==> config.mk <==
export PLATFORM = sky130hd
export DESIGN_NAME = main_mem_arbiter
export DESIGN_NICKNAME = d
export VERILOG_FILES = /design/src/rtl/main_mem_arbiter.sv
export SDC_FILE = /design/constraint.sdc
export NUM_CORES = 1
export LEC_CHECK = 0
export CAP_MARGIN = 20
export CORE_AREA = 2 2 130 132
export CTS_CLUSTER_DIAMETER = 30
export DETAILED_ROUTE_END_ITERATION = 7
export DIE_AREA = 0 0 132 134
export DONT_BUFFER_PORTS = 1
export GPL_ROUTABILITY_DRIVEN = 0
export SLEW_MARGIN = 30
export SYNTH_ARGS = -nofsm -noshare
export SYNTH_HDL_FRONTEND = slang
export SYNTH_SLANG_ARGS = --single-unit
==> constraint.sdc <==
create_clock -name clk -period 3.4 [get_ports clk]
set_input_delay 0.34 -clock clk [delete_from_list [all_inputs] [get_ports clk]]
set_output_delay 0.34 -clock clk [all_outputs]
set_load 0.03 [all_outputs]
==> src/rtl/main_mem_arbiter.sv <==
// main_mem_arbiter: shares one main_memory port between port 0 (CPU, fixed priority) and port 1 (loader/DMA)
//   clk, rst (sync, active low)
//   req/we/addr/wdata 0/1 in  -> gnt/done/rdata 0/1 out, busy out
//   mem_raddr/mem_waddr/mem_wdata/mem_wen out, mem_rdata in
module main_mem_arbiter #(
  parameter int ADDR_W       = 32,
  parameter int DATA_W       = 32,
  parameter int READ_LATENCY = 1,
  parameter int STARVE_LIMIT = 4
) (
  input  logic              clk,
  input  logic              rst,
  input  logic              req0,
  input  logic              we0,
  input  logic [ADDR_W-1:0] addr0,
  input  logic [DATA_W-1:0] wdata0,
  input  logic              req1,
  input  logic              we1,
  input  logic [ADDR_W-1:0] addr1,
  input  logic [DATA_W-1:0] wdata1,
  output logic              gnt0,
  output logic              gnt1,
  output logic              done0,
  output logic              done1,
  output logic [DATA_W-1:0] rdata0,
  output logic [DATA_W-1:0] rdata1,
  output logic              busy,
  output logic [ADDR_W-1:0] mem_raddr,
  output logic [ADDR_W-1:0] mem_waddr,
  output logic [DATA_W-1:0] mem_wdata,
  output logic              mem_wen,
  input  logic [DATA_W-1:0] mem_rdata
);
  localparam int SW = $clog2(STARVE_LIMIT + 1);
  localparam logic [SW-1:0] SLIM = SW'(STARVE_LIMIT);
  localparam logic [2:0] RLAT = 3'(READ_LATENCY);

  typedef enum logic [1:0] {IDLE, ISSUE, WAIT, DONE} state_t;

  state_t state, state_n;
  logic [ADDR_W-1:0] addr_q;
  logic [DATA_W-1:0] wdata_q;
  logic we_q, owner, pick1, capture;
  logic [2:0] lat_cnt;
  logic [SW-1:0] starve_cnt;

  // port 1 wins when alone, or when port 0 has used up its consecutive-grant allowance
  assign pick1 = req1 & (~req0 | (starve_cnt == SLIM));
  assign capture = (state == ISSUE & ~we_q & RLAT == 3'd0) | (state == WAIT & lat_cnt == RLAT);

  // strobes are gated by rst so a reset cycle never shows a grant, completion or write
  assign gnt0 = rst & (state == ISSUE) & ~owner;
  assign gnt1 = rst & (state == ISSUE) & owner;
  assign done0 = rst & (state == DONE) & ~owner;
  assign done1 = rst & (state == DONE) & owner;
  assign busy = rst & (state != IDLE);
  assign mem_wen = rst & (state == ISSUE) & we_q;
  assign mem_raddr = addr_q;
  assign mem_waddr = addr_q;
  assign mem_wdata = wdata_q;

  always_comb begin
    state_n = state;
    case (state)
      IDLE:    state_n = (req0 | req1) ? ISSUE : IDLE;
      ISSUE:   state_n = (we_q | RLAT == 3'd0) ? DONE : WAIT;
      WAIT:    state_n = (lat_cnt == RLAT) ? DONE : WAIT;
      default: state_n = IDLE;
    endcase
  end

  always_ff @(posedge clk) begin
    if (!rst) begin
      state      <= IDLE;
      addr_q     <= '0;
      wdata_q    <= '0;
      we_q       <= 1'b0;
      owner      <= 1'b0;
      lat_cnt    <= '0;
      starve_cnt <= '0;
      rdata0     <= '0;
      rdata1     <= '0;
    end else begin
      state <= state_n;
      if (state == IDLE && (req0 | req1)) begin
        owner      <= pick1;
        addr_q     <= pick1 ? addr1 : addr0;
        wdata_q    <= pick1 ? wdata1 : wdata0;
        we_q       <= pick1 ? we1 : we0;
        starve_cnt <= (pick1 | ~req1) ? '0 : starve_cnt + SW'(starve_cnt != SLIM);
      end
      lat_cnt <= (state == ISSUE) ? 3'd1 : (state == WAIT) ? lat_cnt + 3'd1 : lat_cnt;
      if (capture && owner) rdata1 <= mem_rdata;
      if (capture && !owner) rdata0 <= mem_rdata;
    end
  end
endmodule
Word level (Yosys, flattened, before mapping)
Index checks and enable logic that the tools add are counted.
{"block": "op_classes", "addsub": 2, "mul": 0, "div_mod_pow": 0, "magnitude_cmp": 0, "eq_ne": 6, "shifts": 0, "muxes": 10, "bitwise": 17, "n_reduce_logical": 8}
{"op": "$mux 32", "count": 2}
{"op": "$and 1x1->1", "count": 10}
{"op": "$mux 1", "count": 6}
{"op": "$pmux 2 s3", "count": 1}
{"op": "$eq 2x2->1 const B", "count": 2}
{"op": "$not 1->1", "count": 4}
{"op": "$reduce_bool 2->1", "count": 2}
{"op": "$add 3x1->3", "count": 1}
{"op": "$add 3x1->3 const B", "count": 1}
{"op": "$eq 3x1->1 const B", "count": 1}
{"op": "$eq 3x3->1 const B", "count": 1}
{"op": "$logic_and 1x1->1", "count": 3}
{"op": "$mux 3", "count": 1}
{"op": "$ne 3x3->1 const B", "count": 1}
{"op": "$or 1x1->1", "count": 3}
{"op": "$eq 2x1->1 const B", "count": 1}
{"op": "$logic_not 2->1", "count": 1}
{"op": "$reduce_or 2->1", "count": 1}
{"op": "$logic_not 1->1", "count": 1}
{"block": "word_totals", "regBits": 138, "latchBits": 0, "mem_bits_rw": 0, "rom_bits": 0, "input_bits": 166, "word_cells": 53, "memories": 0}

Depth between registers and ports, before layout
Gate-level depths: netlist of run 1.
{"block": "depth", "word_depth": 5, "ltp_mapped": 7, "depth_no_buf": 5}

Worst setup path before layout of run 1
OpenSTA, ideal clock, no wires.
{"block": "synth_path", "kind": "input to output", "from": "input port rst", "to": "output port gnt0", "arrival_ns": 1.433, "path_slack_ns": 1.627, "path_stages": 4, "path_buffers": 2, "cell_sequence": "buf_2 > inv_2 > clkbuf_1 > nor3_1"}
{"block": "synth_between", "elab_chain_cells": 2}
{"item": "start: declaration", "line": "12", "source": "input logic rst,"}
{"item": "$and 1x1->1 (2 in series)", "line": "52", "source": "assign gnt0 = rst & (state == ISSUE) & ~owner;"}
{"item": "end: declaration", "line": "21", "source": "output logic gnt0,"}
No other way between the ends.

Final worst setup path of run 1
{"block": "layout_path", "from": "register starve_cnt[0]", "to": "register starve_cnt[1]"}
{"block": "layout_between", "elab_chain_cells": 5, "elab_cells_between_ends": 7, "classes_between": "add/sub: 1; eq/ne: 2; mux: 1; bitwise: 3"}
{"item": "start: declaration", "line": "45", "source": "logic [SW-1:0] starve_cnt;"}
{"item": "start signal: assignment", "line": "90", "source": "starve_cnt <= (pick1 | ~req1) ? '0 : starve_cnt + SW'(starve_cnt != SLIM);"}
{"item": "parallel branches: the longest is 4 deep, another holds $add 3x1->3"}
{"item": "$mux 3 (*)", "line": "90"}
Every way passes the cells marked *.
A chain may end at the register's enable or synchronous reset.

==> results of run 1 <==
==> stage by stage <==
stage	std cells	worst slack [ns]	hold WS [ns]	area [µm²]	power, mW
floorplan	748	1.63	0.457	5960	3.55
global placement	874	1.30	0.470	5720	3.60
detailed placement	874	1.23	0.483	5720	3.61
CTS	906	1.21	0.0264	6280	5.39
global route	906	1.04	0.0201	6280	5.62
finish	906	1.26	0.0560	6280	5.35
==> state kept, by name (all words and copies together), names as in the netlist <==
name / cells
starve_cnt: 3
mem_raddr: 32
we_q: 1
mem_wdata: 32
state: 2
owner: 1
lat_cnt: 3
rdata1: 32
rdata0: 32
==> cell usage after synthesis, drive strengths merged <==
cell / number
inv: 8
ha: 8
and3: 3
nand3b: 1
mux2i: 1
nand4bb: 1
o211ai: 1
nor4bb: 1
nor2: 5
xnor2: 1
a21bo: 1
nor3: 4
buf: 62
nand2: 132
clkbuf: 43
xor2: 2
nand4b: 1
a211oi: 1
dfxtp: 138
o21a: 1
and4b: 1
o21ai: 132
a21boi: 1
a311oi: 1
a21oi: 130
and2: 1
a31oi: 66
a32oi: 1
==> kinds of logic (layout without fill, tap and decap cells) <==
family	after synthesis	after routing	synth area share (%)
buf+inv	113	51	11.0
xor+xnor	3	3	0.441
simple gates	150	150	10.2
flops	138	138	46.4
mux	1	1	0.168
compound gates	335	335	30.1
fa+ha+maj	8	8	1.68
==> metal layers <==
layer	GRT usage [%]	part of all wire (%)	vias to the layer above
met5	0	0	-
met2	29.8	46	291
met4	7.07	1.5	0
met1	25.1	42	2453
met3	8.13	10	21
li1	-	-	2438
==> power by group through the flow <==
stage / Clock (mW) / Sequential (mW) / Combinational [mW]
floorplan: 0 / 2.48 / 1.06
global placement: 0 / 2.78 / 0.824
detailed placement: 0 / 2.77 / 0.835
CTS: 1.81 / 2.74 / 0.838
global route: 1.89 / 2.77 / 0.960
finish: 1.77 / 2.74 / 0.837
==> layout make-up <==
| cell class | instances | area [µm²] | share of cell area [%] |
|---|---|---|---|
| Tap cell | 220 | 275 | 4.39 |
| Inverter | 8 | 30.0 | 0.478 |
| Timing Repair Buffer | 11 | 82.6 | 1.32 |
| Multi-Input combinational cell | 497 | 2570 | 40.9 |
| Sequential cell | 138 | 2760 | 44.0 |
| Clock buffer | 17 | 425 | 6.78 |
| Clock inverter | 15 | 130 | 2.07 |
==> worst paths after layout <==
kind	startpoint	end	depth (start not counted)
setup / recovery	starve_cnt[0]$_SDFFE_PN0P_	starve_cnt[1]$_SDFFE_PN0P_	6
hold / removal	mem_rdata[23]	rdata0[23]$_SDFFE_PN0P_	2
setup reg to reg	starve_cnt[0]$_SDFFE_PN0P_	starve_cnt[1]$_SDFFE_PN0P_	6
hold reg to reg	we_q$_SDFFE_PN0P_	state[0]$_SDFF_PN0_	2
==> results.cfg, run 1 <==
[floorplanning]
io_pins = 332
die_x_um = 132
die_area_mm2 = 0.0177
die_h_um = 134
std_cell_rows = 47
core_area_mm2 = 0.0163
start_util_pct = 36.6

[global_routing]
antenna_found_initial = 0
grt_max_degree = 74
first_global_vias = 4931
grt-ovfl-total = 0
grt_pass1_wl_um = 27800
grt_util_all_layers_pct = 19.6

[critical_path]
critPathLaunchType = flip-flop
cp-end-kind = flip-flop
critPathBufInv = 2
cp_max_fo = 32
cp.required_ns = 3.72
cp_cell_sequence = inv_1 > ha_1 > a21boi_4 > buf_4 > a21oi_1 > nor3_1
r2r_slack_ns = 1.26
critical_path_class = flip-flop to flip-flop
slowest_stage = a21boi_4
arrival_ns = 2.46
path_delay_family = compound AO/OA/AOI/OAI gates
max_stage_delay_ns = 0.66

[power_and_ir_drop]
seqPwrFrac_pct = 51.3
p_leak_nw = 2.10
power.share.clock_pct = 33.0
pwr-share-comb_pct = 15.7
switching_share_pct = 41.5
p_int_mw = 3.13
vdd_drop_max_v = 0.000374
switching_power_mw = 2.22
p_per_area_mw_per_mm2 = 852

[sta]
hold_violations = 0
fin_skew_ns = 0.0119
slew_viol_final = 0
fin_crit_sh_pct = 63.0
relSlewSlack_pct = 38.9
period_needed_ns = 2.14
rsz0062_at_grt = no
setup_viol = 0
worstMarginPinSlew_ns = 0.912
max_freq_ghz = 0.467
finalSetupTns_ns = 0

[clock_tree]
cts_tree = yes
htree_levels = 4
clk_latency_ns = 0.42
cts_buffers = 17
path_clk_slew_ns = 0.06
cts_root_buf = clkbuf_16
cts.sinks = 138
clk_path_buf_depth = 2
postCtsSetupBuffers = 0
cts_resized = 0
hold_buffers = 0

[placement]
hpwlAfterDp_um = 11500
numPortBuffers = 0

[routing]
wl_per_cell_um = 19.7
dr.pass1.iters = 4
drc = 0
vias = 5203
via_per_inst = 5.74
ant_nets = 0
drt_iter0_drc = 450
drt-total-wl_um = 17800

[logic_synthesis]
synth_cells = 748
yosysUniqueCellTypes = 33
syn_area_mm2 = 0.00596
yosysTopAreaCell = dfxtp_1
yosys_warnings = 0
ys_ff_latch = 138
synth_nets = 922
synth_top_area_share_pct = 46.4
yosysSeqAreaShare_pct = 46.4
synthTopCellsByArea = dfxtp_1 (46%), a21oi_1 (11%), o21ai_0 (10%)
avgSynthCellArea_um2 = 7.97

[finish]
final_util_pct = 38.5
final_cell_mix = dfxtp_1 (138), nand2_1 (132), a21oi_1 (130), o21ai_0 (121), a31oi_1 (66)
drive_above_1_share_pct = 7.14
num_antenna_cells = 0
nets = 847
layout_commonest_cell = dfxtp_1
fill_cells = 1708
syn_to_final_growth_pct = 5.31

[job]
maxCapViolations = 0

[hold_path]
hold_path.class = input pin to flip-flop

[outcome]
status = finished clean
(Power assumes the default switching activity.)
==> run 2: changes to the inputs <==
- clock period: 3.4 -> 2.2 ns (I/O delays scaled with it)
==> run 2 against run 1 <==
Net effect: design area rose by 19%; clock power rose by 63%; clock-buffer cell count rose by 3; die area did not move; non-clock buffer count rose by 105; final cell count rose by 12%; via count rose by 7.6%; clock skew fell by 0.0037 ns; highest routed layer unchanged.
==> results.cfg, run 2 (synthesized netlist as in run 1, its figures left out) <==
[power_and_ir_drop]
p_leak_nw = 2.60
vdd_drop_max_v = 0.000622
p_per_area_mw_per_mm2 = 1170

[finish]
multiInputGateArea_mm2 = 0.00257
layout_commonest_cell = dfxtp_1
syn_to_final_growth_pct = 24.9
final_cell_mix = dfxtp_1 (138), nand2_1 (132), a21oi_1 (130), o21ai_0 (121), dlygate4sd3_1 (97)
seqCellArea_mm2 = 0.00276
final_util_pct = 45.7
nets = 952
drive_above_1_share_pct = 7.08
num_antenna_cells = 0
fill_cells = 1599

[sta]
hold_violations = 0
relSlewSlack_pct = 44.3
setup_viol = 0
max_freq_ghz = 0.552
rsz0062_at_grt = no
fin_crit_sh_pct = 82.3
worst_slack_ns = 0.389
period_needed_ns = 1.81
slew_viol_final = 0
worstMarginPinSlew_ns = 0.832
finalSetupTns_ns = 0
fin_skew_ns = 0.00824

[critical_path]
cp-end-kind = flip-flop
cp_max_fo = 37
arrival_ns = 2.15
cp.required_ns = 2.54
critPathLaunchType = flip-flop
critical_path_class = flip-flop to flip-flop

[floorplanning]
die_area_mm2 = 0.0177
core_area_mm2 = 0.0163
die_x_um = 132
io_pins = 332
std_cell_rows = 47
start_util_pct = 36.6
die_h_um = 134

[global_routing]
grt-ovfl-total = 0
antenna_found_initial = 0
grt_pass1_wl_um = 29600
first_global_vias = 5546
grt_max_degree = 72
grt_util_all_layers_pct = 20.7

[clock_tree]
cts.sinks = 138
htree_levels = 4
path_clk_slew_ns = 0.06
postCtsSetupBuffers = 0
clk_path_buf_depth = 2
cts_buffers = 17
clk_latency_ns = 0.41
cts_tree = yes
cts_root_buf = clkbuf_16
cts_resized = 0

[routing]
ant_nets = 0
drt-total-wl_um = 18800
wl_per_cell_um = 18.6
vias = 5598
dr.pass1.iters = 5
drt_iter0_drc = 315
via_per_inst = 5.54
drc = 0

[outcome]
status = finished clean

[job]
maxCapViolations = 0

[placement]
numPortBuffers = 0
hpwlAfterDp_um = 11400
place_ws_ns = 0.421

[hold_path]
hold_path.class = input pin to flip-flop
## run 2: cell count changes in the layout (fill, tap and decap cells not counted), sizes merged
cell / before / now
buf: 11 / 19
bufinv: 0 / 2
clkbuf: 17 / 20
clkinv: 2 / 5
clkinvlp: 4 / 3
dlygate4sd3: 0 / 97
inv: 17 / 10
## run 2: what timing repair did
| action | 4_1_cts | 5_1_grt |
|---|---|---|
| hold buffers | 98 | 0 |
| hold endpoints to repair | 134 | 0 |
| setup endpoints to repair | 0 | 0 |
## run 2: path summary, 6_finish.rpt
path / depth (start not counted) / end / from / slack (ns)
worst max register to register: 6 / mem_raddr[27]$_SDFFE_PN0P_ / starve_cnt[0]$_SDFFE_PN0P_ / 0.39
worst max-delay path: 6 / mem_raddr[27]$_SDFFE_PN0P_ / starve_cnt[0]$_SDFFE_PN0P_ / 0.39
worst min-delay path: 2 / mem_raddr[8]$_SDFFE_PN0P_ / addr1[8] / 0.02
worst min register to register: 1 / lat_cnt[0]$_SDFFE_PN0P_ / lat_cnt[0]$_SDFFE_PN0P_ / 0.50
## run 2: final cells by class
type | count | area share, %
flip-flops and latches | 138 | 37.1
multi-input cells | 497 | 34.5
inverters | 8 | 0.403
clock buffers | 20 | 6.14
repair buffers | 116 | 16.2
clock inverters | 12 | 1.88
well taps | 220 | 3.70
## run 2: power breakdown
part | switching [mW] | internal (mW) | leakage (nW)
clock network | 1.15 | 1.74 | 0.283
registers | 1.27 | 2.89 | 1.13
logic | 1.01 | 0.670 | 1.19
## run 2: metrics by stage
stage | hold WS [ns] | total power [mW] | instance area [µm²] | std cells
finish | 0.0204 | 8.73 | 7440 | 1011
global route | 0.00459 | 9.13 | 7440 | 1011
CTS | 0.00147 | 8.76 | 7440 | 1011
detailed placement | 0.363 | 5.68 | 5850 | 881
global placement | 0.358 | 5.67 | 5850 | 881
floorplan | 0.356 | 5.48 | 5960 | 748
## run 2: per-layer routing
layer	routed length, µm	global-route usage (%)	up-vias
li1	-	-	2649
met1	7760	25.3	2600
met2	8760	32.8	324
met3	1930	8.47	25
met4	378	7.37	0
met5	0	0	-
## run 2: worst max-delay path, cell delays in order, from the launching register on
cell	delay, ns
dfxtp_1	0.34
inv_1	0.06
ha_1	0.21
a21bo_2	0.57
buf_12	0.28
a31oi_1	0.10
a21oi_1	0.15
==> run 3: changes to the inputs <==
- ABC_AREA: not set -> 1
- CORE_AREA: 2 2 130 132 -> 2 2 129 131
- DIE_AREA: 0 0 132 134 -> 0 0 131 133
- clock period: 2.2 -> 1.8 ns (I/O delays scaled with it)
==> run 3 against run 2 <==
Net effect: routed wire length up 4.8%; synthesized cell count increased by 27%; total power increased by 33%; area after synthesis grew 10%; design area grew 18%; sequential share of layout area is 5.6 points lower; final cell count rose by 29%.
==> results.cfg, run 3 <==
[sta]
fin_skew_ns = 0.0114
max_freq_ghz = 0.623
fin_crit_sh_pct = 89.2
slew_viol_final = 0
rsz0062_at_grt = no
period_needed_ns = 1.61
setup_viol = 0
worstMarginPinSlew_ns = 0.891
relSlewSlack_pct = 40.4
finalSetupTns_ns = 0
hold_violations = 0

[clock_tree]
clk_latency_ns = 0.42
path_clk_slew_ns = 0.06
cts_root_buf = clkbuf_16
postCtsSetupBuffers = 0
clk_path_buf_depth = 2
cts_tree = yes
cts.sinks = 138
cts_buffers = 17
htree_levels = 4

[placement]
numPortBuffers = 0
hpwlAfterDp_um = 11800

[finish]
layout_commonest_cell = nand2_1
nets = 1242
syn_to_final_growth_pct = 33.7
num_antenna_cells = 0
fill_cells = 1493
drive_above_1_share_pct = 8.97
final_cell_mix = nand2_1 (175), nand3_1 (165), inv_1 (143), dlygate4sd3_1 (142), dfxtp_1 (137)

[global_routing]
grt_util_all_layers_pct = 22.3
first_global_vias = 6026
grt_max_degree = 60
antenna_found_initial = 0
grt-ovfl-total = 0
grt_pass1_wl_um = 30600

[critical_path]
critPathLaunchType = flip-flop
max_stage_delay_ns = 0.35
cp_max_fo = 4
crit_start = state[0]$_SDFF_PN0_
cp-end-kind = output port
r2r_start = state[1]$_SDFF_PN0_
critical_path_class = flip-flop to output port
critPathBufInv = 2
path_delay_family = flip-flops
slowest_stage = dfxtp_1
cp.required_ns = 1.62
arrival_ns = 1.43
cp_cell_sequence = inv_1 > ha_1 > nor2_1 > buf_4

[floorplanning]
die_x_um = 131
core_area_mm2 = 0.0162
start_util_pct = 40.6
std_cell_rows = 47
die_area_mm2 = 0.0174
die_h_um = 133
io_pins = 332

[logic_synthesis]
synth_top_area_share_pct = 42.1
yosysMostFrequentCell = nand2_1
ys_ff_latch = 138
synth_edf_count = 0
async_flop_share_pct = 0
synthTopCellsByCount = nand2_1 (176), nand3_1 (165), inv_1 (144)
yosysUniqueCellTypes = 25
yosysSeqAreaShare_pct = 42.1
avgSynthCellArea_um2 = 6.90
yosys_warnings = 0
synth_cells = 951
synthFlopType = dfxtp_1
yosysTopAreaCell = dfxtp_1
syn_area_mm2 = 0.00657
synth_nets = 1125
synthTopCellsByArea = dfxtp_1 (42%), nand3_1 (13%), nand2_1 (10%)

[power_and_ir_drop]
power.share.clock_pct = 31.8
switching_power_mw = 4.68
seqPwrFrac_pct = 38.5
vdd_drop_max_v = 0.000605
switching_share_pct = 40.5
total_power_mw = 11.6
p_leak_nw = 4.01
p_int_mw = 6.89
p_per_area_mw_per_mm2 = 1320
pwr-share-comb_pct = 29.7

[routing]
dr.pass1.iters = 5
vias = 6474
drt-total-wl_um = 19700
drc = 0
via_per_inst = 4.98
wl_per_cell_um = 15.2
ant_nets = 0
drt_iter0_drc = 381

[job]
maxCapViolations = 0

[hold_path]
hp-start = addr1[13]
hold_path.class = input pin to flip-flop

[outcome]
status = finished clean
run 3: cell types whose count changed after synthesis, sizes merged, moves of 3 or more:
cell	before	now
nor2	5	74
nand2	132	179
a31oi	66	2
nand3	0	165
clkbuf	43	21
o21ai	132	36
and3	3	0
inv	8	144
a21oi	130	99
buf	62	78
run 3: timing repair:
action,in CTS,in global routing
resized for setup,0,3
endpoints found under the hold margin,137,0
setup endpoints to repair,0,10
hold buffers,143,0
run 3: power by group through the flow:
| stage | sequential [mW] | clock (mW) | combinational, mW |
|---|---|---|---|
| 2_1_floorplan | 4.82 | 0 | 2.32 |
| 3_3_place_gp | 4.52 | 0 | 3.10 |
| 3_5_place_dp | 4.52 | 0 | 3.11 |
| 4_1_cts | 4.45 | 3.77 | 3.41 |
| 5_1_grt | 4.52 | 3.91 | 3.79 |
| 6_report | 4.45 | 3.68 | 3.43 |
run 3: worst register-to-register path, delay by kind of cell, from the launching register on:
kind / cells / cell delay (ns)
buffers and inverters: 3 / 0.36
flip-flops: 1 / 0.33
AND/OR/NAND/NOR: 2 / 0.31
adder cells (fa/ha/maj): 1 / 0.29
AO/OA/AOI/OAI: 1 / 0.22
run 3: metal layers:
layer	track usage (%)	share of wire (%)	up-vias
li1	-	-	3192
met1	26.8	40	2926
met2	36.5	49	318
met3	7.40	9.0	38
met4	8.98	2.0	0
met5	0	0	-
run 3: path summary, 6_finish.rpt:
check / to / slack (ns) / cells past startpoint
setup / recovery: busy / 0.19 / 4
hold / removal: mem_raddr[13]$_SDFFE_PN0P_ / 0.02 / 4
setup reg to reg: mem_wdata[29]$_SDFFE_PN0P_ / 0.21 / 7
hold reg to reg: lat_cnt[1]$_SDFFE_PP0N_ / 0.51 / 2
run 3: cell type report:
class                      instances  area [µm²]  area share [%]
clock buffer                      17         425            4.85
clock inverter                    15         203            2.31
tap                              220         275            3.14
multi-input combinational        569        2640            30.1
inverter                         145         548            6.24
sequential                       138        2760            31.5
timing repair buffer             197        1920            21.9
run 3: cells by family (layout without fill, tap and decap cells):
kind of cell | Yosys count | after routing | synth area share, %
AO/OA/AOI/OAI | 140 | 140 | 11.0
AND/OR/NAND/NOR | 421 | 421 | 27.6
buffers and inverters | 244 | 374 | 17.8
flip-flops | 138 | 138 | 42.1
adder cells (fa/ha/maj) | 8 | 8 | 1.52
run 3: metrics by stage:
stage | std cells | setup slack [ns] | hold WS, ns | instance area (µm²) | util (%)
after global routing | 1301 | 0.0257 | 0.0127 | 8780 | 54.3
after CTS | 1301 | 0.0526 | 0.000583 | 8770 | 54.3
after detailed placement | 1126 | 0.179 | 0.286 | 6700 | 41.5
after floorplan | 951 | 0.275 | 0.343 | 6570 | -
after global placement | 1126 | 0.201 | 0.283 | 6700 | 41.5
final | 1301 | 0.195 | 0.0200 | 8780 | 54.3
